## config.mk

```make
export PLATFORM = sky130hd
export DESIGN_NAME = fetch_ctrl
export DESIGN_NICKNAME = d
export VERILOG_FILES = /design/src/rtl/fetch_pkg.sv /design/src/rtl/imem_boot_loader.sv /design/src/rtl/fetch_ctrl.sv
export SDC_FILE = /design/constraint.sdc
export NUM_CORES = 1
export LEC_CHECK = 0
export BUFFER_PORTS_ARGS = -buffer_cell sky130_fd_sc_hd__buf_2
export CORE_UTILIZATION = 45
export DETAILED_ROUTE_END_ITERATION = 8
export PLACE_DENSITY = 0.77
export SYNTH_ARGS = -nofsm -noshare
export SYNTH_HDL_FRONTEND = slang
export SYNTH_HIERARCHICAL = 1
export SYNTH_SLANG_ARGS = --single-unit
export TNS_END_PERCENT = 100
```

## constraint.sdc

```tcl
create_clock -name clk -period 4.1 [get_ports clk]
set_input_delay 0.41 -clock clk [delete_from_list [all_inputs] [get_ports clk]]
set_output_delay 0.41 -clock clk [all_outputs]
set_load 0.02 [all_outputs]
```

## src/rtl/fetch_pkg.sv

```systemverilog
// Shared types for the fetch sequencer: FSM states, next-PC select codes and
// the select-priority helper.
package fetch_pkg;

    localparam int XLEN_DEFAULT = 32;

    typedef enum logic [1:0] {
        ST_BOOT = 2'd0,
        ST_RUN  = 2'd1,
        ST_HALT = 2'd2
    } state_t;

    typedef enum logic [1:0] {
        SEL_SEQ  = 2'd0,
        SEL_BR   = 2'd1,
        SEL_JALR = 2'd2
    } npc_sel_t;

    // jalr outranks jal/branch, which outrank sequential fetch
    function automatic npc_sel_t npc_select(input logic jal, input logic jalr, input logic bcond);
        npc_sel_t sel;
        sel = SEL_SEQ;
        if (jalr) begin
            sel = SEL_JALR;
        end else if (jal || bcond) begin
            sel = SEL_BR;
        end
        return sel;
    endfunction

endpackage

```

## src/rtl/imem_boot_loader.sv

```systemverilog
// Boot-time program loader: accepts words over valid/ready, writes them to
// consecutive i_mem words and reports completion or overflow.
module imem_boot_loader
    import fetch_pkg::*;
#(
    parameter int XLEN       = XLEN_DEFAULT,
    parameter int IMEM_DEPTH = 256
) (
    input  logic            clk,
    input  logic            rst,
    input  logic            active,
    input  logic            boot_valid,
    input  logic [XLEN-1:0] boot_data,
    input  logic            boot_last,
    output logic            boot_ready,
    output logic            imem_wr_en,
    output logic [XLEN-1:0] imem_wr_data,
    output logic [XLEN-1:0] imem_wr_addr,
    output logic            done,
    output logic            boot_ovf
);

    localparam int AW = $clog2(IMEM_DEPTH);
    localparam logic [AW-1:0] CNT_MAX = AW'(IMEM_DEPTH - 1);

    logic [AW-1:0] cnt;
    logic          accept;
    logic          at_end;

    assign boot_ready   = active;
    assign accept       = boot_valid && boot_ready;
    assign at_end       = (cnt == CNT_MAX);
    assign imem_wr_en   = accept;
    assign imem_wr_data = boot_data;
    assign imem_wr_addr = XLEN'({cnt, 2'b00});
    // a last word landing in the final slot is a clean finish, not an overflow
    assign done         = accept && (boot_last || at_end);

    always_ff @(posedge clk or negedge rst) begin
        if (!rst) begin
            cnt      <= '0;
            boot_ovf <= 1'b0;
        end else if (accept) begin
            cnt <= cnt + AW'(1);
            if (at_end && !boot_last) begin
                boot_ovf <= 1'b1;
            end
        end
    end

endmodule

```

## src/rtl/fetch_ctrl.sv

```systemverilog
// PC/fetch sequencer: boot-time i_mem loader, then next-PC selection with
// stall, alignment/range trap and a retired-instruction counter.
//
// state | meaning
// BOOT  | streaming program into i_mem, pc parked at RESET_VECTOR
// RUN   | fetching; pc advances each non-stalled cycle
// HALT  | trapped on a bad target; everything frozen until reset
module fetch_ctrl
    import fetch_pkg::*;
#(
    parameter int              XLEN         = XLEN_DEFAULT,
    parameter int              IMEM_DEPTH   = 256,
    parameter logic [XLEN-1:0] RESET_VECTOR = '0,
    parameter bit              BOOT_ENABLE  = 1'b1
) (
    input  logic            clk,
    input  logic            rst,
    input  logic            boot_valid,
    output logic            boot_ready,
    input  logic [XLEN-1:0] boot_data,
    input  logic            boot_last,
    output logic            imem_wr_en,
    output logic [XLEN-1:0] imem_wr_data,
    output logic [XLEN-1:0] imem_wr_addr,
    output logic [XLEN-1:0] pc,
    output logic [XLEN-1:0] pc_plus4,
    input  logic            stall,
    input  logic            jal,
    input  logic            jalr,
    input  logic            bcond,
    input  logic [XLEN-1:0] br_target,
    input  logic [XLEN-1:0] jalr_target,
    output logic            run,
    output logic            trap,
    output logic [XLEN-1:0] trap_addr,
    output logic            boot_ovf,
    output logic [31:0]     retired
);

    localparam state_t          RESET_STATE = BOOT_ENABLE ? ST_BOOT : ST_RUN;
    localparam logic [XLEN:0]   MEM_BYTES   = (XLEN + 1)'(IMEM_DEPTH) << 2;
    localparam logic [XLEN-1:0] PC_STEP     = XLEN'(4);

    state_t          state;
    state_t          state_nxt;
    npc_sel_t        sel;
    logic [XLEN-1:0] tgt;
    logic            tgt_bad;
    logic            boot_done;
    logic [XLEN-1:0] pc_nxt;
    logic [31:0]     retired_nxt;
    logic            trap_nxt;
    logic [XLEN-1:0] trap_addr_nxt;

    imem_boot_loader #(
        .XLEN       (XLEN),
        .IMEM_DEPTH (IMEM_DEPTH)
    ) u_loader (
        .clk          (clk),
        .rst          (rst),
        .active       (state == ST_BOOT),
        .boot_valid   (boot_valid),
        .boot_data    (boot_data),
        .boot_last    (boot_last),
        .boot_ready   (boot_ready),
        .imem_wr_en   (imem_wr_en),
        .imem_wr_data (imem_wr_data),
        .imem_wr_addr (imem_wr_addr),
        .done         (boot_done),
        .boot_ovf     (boot_ovf)
    );

    assign pc_plus4 = pc + PC_STEP;
    assign run      = (state == ST_RUN);

    always_comb begin
        sel = npc_select(jal, jalr, bcond);
        case (sel)
            SEL_JALR: tgt = {jalr_target[XLEN-1:1], 1'b0};
            SEL_BR:   tgt = br_target;
            default:  tgt = pc_plus4;
        endcase
        // sequential overrun past the last word traps as well; pc never wraps
        tgt_bad = (tgt[1:0] != 2'b00) || ({1'b0, tgt} >= MEM_BYTES);
    end

    always_comb begin
        state_nxt     = state;
        pc_nxt        = pc;
        retired_nxt   = retired;
        trap_nxt      = trap;
        trap_addr_nxt = trap_addr;
        case (state)
            ST_BOOT: begin
                if (boot_done) begin
                    state_nxt = ST_RUN;
                    pc_nxt    = RESET_VECTOR;
                end
            end
            ST_RUN: begin
                if (!stall) begin
                    if (tgt_bad) begin
                        state_nxt     = ST_HALT;
                        trap_nxt      = 1'b1;
                        trap_addr_nxt = tgt;
                    end else begin
                        pc_nxt      = tgt;
                        retired_nxt = retired + 32'd1;
                    end
                end
            end
            ST_HALT: begin
                state_nxt = ST_HALT;
            end
            default: begin
                state_nxt = ST_HALT;
            end
        endcase
    end

    always_ff @(posedge clk or negedge rst) begin
        if (!rst) begin
            state     <= RESET_STATE;
            pc        <= RESET_VECTOR;
            retired   <= '0;
            trap      <= 1'b0;
            trap_addr <= '0;
        end else begin
            state     <= state_nxt;
            pc        <= pc_nxt;
            retired   <= retired_nxt;
            trap      <= trap_nxt;
            trap_addr <= trap_addr_nxt;
        end
    end

endmodule

```

==> results.cfg, run 1 <==
[critical_path]
crit_required_ns = 4.34
start_kind = register
worstPathArrival_ns = 4.08
crit_type = reg2reg
crit_buf_inv = 2
worst_path_max_delay_cell = or4_4
end_kind = register
critical_path.cell_chain = nand4_1, or4_4, nor4_1, xor2_1, a211o_1, or4_4, buf_4, nor4_4, buf_4, mux2_2
critical_path.max_fanout = 33
cp_slowest_stage_delay_ns = 0.59
cp_top_family = simple AND/OR/NAND/NOR gates

[global_route]
grt-ovfl-total = 0
gr-usage-met3 = 0.0601
grt_max_degree = 65
grt_use_total = 0.249
use_met1 = 0.328
grt_pass1_wl_um = 30400
busiest_layer = met2
grt_pass1_vias = 5618
use_met2 = 0.387
grt_antenna_before_repair = 1

[placed_design]
portBuffers = 211
placed_area_mm2 = 0.00765
gp_congestion = 0.870
place_hpwl_um = 14200
place_ws_ns = 0.240
dpl.cell_count = 1033

[pwr]
peakVddDrop_v = 0.000321
combPwrFrac = 0.082
clockPowerShare = 0.438
leakagePower_nw = 4.31
intPower_mw = 1.69
p_sw_frac = 0.239
power_density_mw_per_mm2 = 277
p_switching_mw = 0.530
total_power_mw = 2.22
pwr-share-seq = 0.480

[final_layout]
finalInstanceArea_mm2 = 0.00799
utilization = 0.548
areaGrowthSynthToFinish_pct = 18.7
final_cells = 1050
final_nets = 967
drive_gt1_frac = 0.349

[cts]
cts_hold_buf = 0
cts_tree = built
numCtsBuffers = 9
clockBufferDepth = 2
htreeDepth = 3
cts_sinks = 108
cts_root_buf = clkbuf_16
clkTransAtPathRegs_ns = 0.07
cts_setup_buffers = 0
insertion_delay_ns = 0.35

[job]
cap_violations = 0

[drt]
final_antenna_net_count = 0
drt-initial-drc-count = 362
drcViolationCount = 0
drt-wirelength-per-cell_um = 18.4
num_vias = 5844
vias_per_cell = 5.57
routed_wl_um = 19300
first_pass_iters = 5

[floorplanning]
dieHeight_um = 124
top_level_ports = 301
rows = 44
fp.dieW_um = 124
die_area_mm2 = 0.0154
initial_core_util = 0.461
core_area_mm2 = 0.0146

[synth]
yosysSeqAreaShare = 0.402
synth_edf_count = 0
syn_avg_cell_area_um2 = 9.67
ys_ff_latch = 108
syn_inst = 696
synth_warnings = 6
synth_area_mm2 = 0.00673
async_reset_ff_frac = 1.00
ys_types = 56
ys.flop_type = dfrtp_1

[timing]
fin_skew_ns = 0.00670
setup_viol = 0
hold_viol_final = 0
rsz0062_at_grt = false
worst_pin_slew_ns = 0.918
period_needed_ns = 3.85
drv_slew = 0
hold_slack_ns = 0.0511
timing.slew.headroom = 0.382
setup_ws_ns = 0.251
clock.fmax_ghz = 0.260
tns_ns = 0
fin_crit_sh = 0.939

[run_status]
status = finished, final reports clean

[min_path]
hold_class = in2async
==> registers in the layout, indices dropped and copies added, names as in the netlist <==
register           count
u_loader/boot_ovf      1
trap                   1
state                  2
pc                    32
trap_addr             32
retired               32
u_loader/cnt           8
==> power groups by stage <==
| stage | Clock, mW | Sequential, mW | Combinational (mW) |
|---|---|---|---|
| global route | 1.04 | 1.06 | 0.200 |
| CTS | 1.00 | 1.06 | 0.181 |
| global placement | 0 | 1.09 | 0.179 |
| finish | 0.970 | 1.06 | 0.181 |
| detailed placement | 0 | 1.09 | 0.181 |
| floorplan | 0 | 1.09 | 0.157 |
==> cell usage after synthesis, types with 21 or more instances <==
master    number  area [µm²]
mux2_2        21         236
buf_4         62         465
mux2i_1       23         230
nor4_1        36         225
xnor2_1       27         236
inv_1         24        90.1
xor2_1        38         333
dfrtp_1      108        2700
nor3b_1       23         173
nor2_1        30         113
nand3_1       24         120
nand2_1       47         176
clkbuf_1      35         131
nand4_1       27         169
==> timing repair <==
action / in CTS / in global routing
setup endpoints to repair: 0 / 24
hold endpoints to repair: 0 / 0
gates resized for setup: 0 / 1
==> final cells by class <==
class                           count  area [µm²]
Clock inverter                      6        95.1
Tap cell                          184         230
Multi-Input combinational cell    479        3350
Inverter                           24        90.1
Sequential cell                   108        2700
Fill cell                        1330        6600
Timing Repair Buffer              238        1280
Clock buffer                       10         239
Antenna cell                        1        2.50
==> logic make-up after synthesis <==
group / synth area share
AO/OA/AOI/OAI: 0.0699
XOR/XNOR: 0.0846
adder cells (fa/ha/maj): 0.00558
buffers and inverters: 0.115
flip-flops: 0.402
multiplexers: 0.101
other: 0.000557
AND/OR/NAND/NOR: 0.223
==> layer usage <==
layer	routed length, µm	vias up	part of all wire
li1	-	2721	-
met1	8260	2758	0.43
met2	8940	313	0.46
met3	1430	52	0.074
met4	673	0	0.035
met5	0	-	0
==> layout by cell type (no fill, tap or decap), drive strengths merged, types with 3 or more instances in the layout <==
master / netlist / final
buf: 73 / 238
dfrtp: 108 / 108
nand2: 47 / 47
xor2: 38 / 38
nor4: 37 / 37
mux2: 35 / 35
nor2: 30 / 30
nand4: 27 / 27
xnor2: 27 / 27
inv: 24 / 25
nand3: 25 / 25
conb: 1 / 24
mux2i: 23 / 23
nor3b: 23 / 23
a21oi: 18 / 18
o21ai: 17 / 17
and3: 16 / 16
nor3: 13 / 13
and4: 12 / 12
clkbuf: 35 / 10
nor2b: 9 / 9
a211oi: 7 / 7
or4: 5 / 5
and2: 4 / 4
o31ai: 4 / 4
or3: 3 / 3
a221o: 3 / 3
a22o: 3 / 3
nand2b: 3 / 3
ha: 3 / 3
==> path summary, 6_finish.rpt <==
kind	startpoint	to	slack [ns]	cells past startpoint
setup / recovery	pc[11]	pc[7]	0.25	10
hold / removal	rst	retired[17]	0.05	1
setup reg to reg	pc[11]	pc[7]	0.25	10
hold reg to reg	trap	trap	0.47	1
max in group asynchronous	rst	trap_addr[8]	3.17	2
min in group clk	boot_last	u_loader/boot_ovf	0.26	2
==> worst register-to-register path, cell delays in order (launching register included) <==
cell	delay, ns
dfrtp_1	0.48
nand4_1	0.22
or4_4	0.59
nor4_1	0.35
xor2_1	0.20
a211o_1	0.29
or4_4	0.54
buf_4	0.27
nor4_4	0.17
buf_4	0.26
mux2_2	0.37
Power figures use the tool's default switching activity.
==> inputs of run 2 (changes only) <==
--- a/config.mk
+++ b/config.mk
@@ -6,9 +6,9 @@
 export NUM_CORES = 1
 export LEC_CHECK = 0
 export BUFFER_PORTS_ARGS = -buffer_cell sky130_fd_sc_hd__buf_2
-export CORE_UTILIZATION = 45
+export CORE_UTILIZATION = 35
 export DETAILED_ROUTE_END_ITERATION = 8
-export PLACE_DENSITY = 0.77
+export REMOVE_ABC_BUFFERS = 1
 export SYNTH_ARGS = -nofsm -noshare
 export SYNTH_HDL_FRONTEND = slang
 export SYNTH_HIERARCHICAL = 1
==> run 2 against run 1 <==
Against the previous run:
- critical path depth fell by 2
- clock-buffer cell count rose by 1
- hold slack improved by 0.090 ns
- clock skew rose by 0.0016 ns
- sequential share of layout area barely moved
- combinational power barely moved
- via count fell by 1.0%
- total power fell by 3.0%
- worst setup slack got worse by 0.021 ns
- clock power fell by 6.6%
- wire length rose by 10%
- largest power group unchanged
==> results.cfg, run 2 (synthesized netlist as in run 1, its figures left out) <==
[min_path]
hold_class = in2async

[critical_path]
critical_path.cell_chain = nand4_1, or4_4, nor4_1, xor2_1, a211o_1, or4_4, o31a_2, mux2_4
crit_type = reg2reg
rr_worst_depth = 8
regToRegStartpoint = pc[12]
worstPathArrival_ns = 4.11
worst_path_max_delay_cell = o31a_2
r2r_end = trap_addr[9]
cp_slowest_stage_delay_ns = 0.61
crit_required_ns = 4.34
regToRegSetupSlack_ns = 0.23
start_kind = register
critical_path.max_fanout = 26
cpMostUsedCell = or4_4
end_kind = register

[timing]
setup_ws_ns = 0.230
timing.slew.headroom = 0.384
period_needed_ns = 3.87
hold_slack_ns = 0.141
setup_viol = 0
fin_skew_ns = 0.00832
rsz0062_at_grt = false
worst_pin_slew_ns = 0.924
fin_crit_sh = 0.944
hold_viol_final = 0
drv_slew = 0
clock.fmax_ghz = 0.258

[final_layout]
final_nets = 962
utilization = 0.426
fillers = 1871
final_common_cell = buf_2
top_regs = pc x32, retired x32, trap_addr x32
areaGrowthSynthToFinish_pct = 18.8
drive_gt1_frac = 0.347
final_cell_mix = buf_2, dfrtp_1, nand2_1
final_cells = 1094
finalInstanceArea_mm2 = 0.00799
diodes = 0

[cts]
cts_hold_buf = 0
cts_root_buf = clkbuf_16
insertion_delay_ns = 0.35
htreeDepth = 3
cts_tree = built
cts_sinks = 108
cts_setup_buffers = 0
numCtsBuffers = 9
clkTransAtPathRegs_ns = 0.07
clockBufferDepth = 2

[placed_design]
place_hpwl_um = 16000
portBuffers = 211
dpl.cell_count = 1078
gp_congestion = 0.827
placed_area_mm2 = 0.00768
place_ws_ns = 0.231

[drt]
drcViolationCount = 0
final_antenna_net_count = 0
routed_wl_um = 21200
vias_per_cell = 5.29
drt-wirelength-per-cell_um = 19.4
first_pass_iters = 5
num_vias = 5785
drt-initial-drc-count = 303

[pwr]
clockPowerShare = 0.422
p_switching_mw = 0.530
power_density_mw_per_mm2 = 269
intPower_mw = 1.62
p_sw_frac = 0.246
peakVddDrop_v = 0.000191
combPwrFrac = 0.083
leakagePower_nw = 4.27
pwr-share-seq = 0.495

[run_status]
status = finished, final reports clean

[floorplanning]
dieHeight_um = 141
fp.dieW_um = 141
initial_core_util = 0.359
top_level_ports = 301
core_area_mm2 = 0.0188
die_area_mm2 = 0.0198
rows = 50

[global_route]
grt_antenna_before_repair = 0
grt-ovfl-total = 0
grt_pass1_vias = 5422
grt_max_degree = 65
grt_pass1_wl_um = 32100
grt_use_total = 0.215

[job]
cap_violations = 0
-- run 2: cell types whose count changed in the layout (fill, tap and decap cells not counted), sizes merged --
cell,change
diode,-1
bufinv,-1
buf,-5
clkbuf,+1
-- run 2: area by class of cell --
cell class	instances	area, µm²	area share
Multi-Input combinational cell	479	3360	0.420
Sequential cell	108	2700	0.338
Timing Repair Buffer	233	1250	0.156
Tap cell	234	293	0.0366
Clock buffer	11	243	0.0304
Inverter	24	90.1	0.0113
Clock inverter	5	58.8	0.00736
-- run 2: repair_timing --
| action | in CTS | in global routing |
|---|---|---|
| resized for setup | 0 | 2 |
| hold endpoints to repair | 0 | 0 |
| endpoints found under the setup margin | 0 | 26 |
-- run 2: through the flow --
| stage | total power [mW] | TNS, ns |
|---|---|---|
| 6_report | 2.15 | 0 |
| 5_1_grt | 2.25 | 0 |
| 4_1_cts | 2.18 | 0 |
| 3_5_place_dp | 1.26 | 0 |
| 3_3_place_gp | 1.26 | 0 |
| 2_1_floorplan | 1.17 | -34.96 |
-- run 2: critical path: cells and delay by family, from the launching register on --
kind	cells	cell delay, ns
compound gates	2	0.89
xor+xnor	1	0.17
flops	1	0.49
mux	1	0.41
simple gates	4	1.77
-- run 2: power groups by stage --
stage          registers [mW]  logic [mW]  clock network, mW
6_report                 1.06       0.179              0.906
5_1_grt                  1.06       0.199              0.985
4_1_cts                  1.06       0.180              0.938
3_5_place_dp             1.09       0.180                  0
3_3_place_gp             1.09       0.179                  0
2_1_floorplan            1.09      0.0827                  0
-- run 2: worst max-delay path by stage --
stage               slack [ns]       endpoint   start
floorplan                -0.82          pc[2]   bcond
global placement          0.23   trap_addr[9]   pc[6]
detailed placement        0.23   trap_addr[9]   pc[6]
CTS                       0.20   trap_addr[9]   pc[6]
global route              0.02  trap_addr[15]   pc[2]
finish                    0.23   trap_addr[9]  pc[12]
-- run 2: layer usage --
layer | global-route usage | vias to the layer above | share of wire
met2 | 0.296 | 271 | 0.41
li1 | - | 2709 | -
met5 | 0.0401 | - | 0.0046
met1 | 0.299 | 2761 | 0.46
met4 | 0.0973 | 2 | 0.035
met3 | 0.0724 | 42 | 0.091
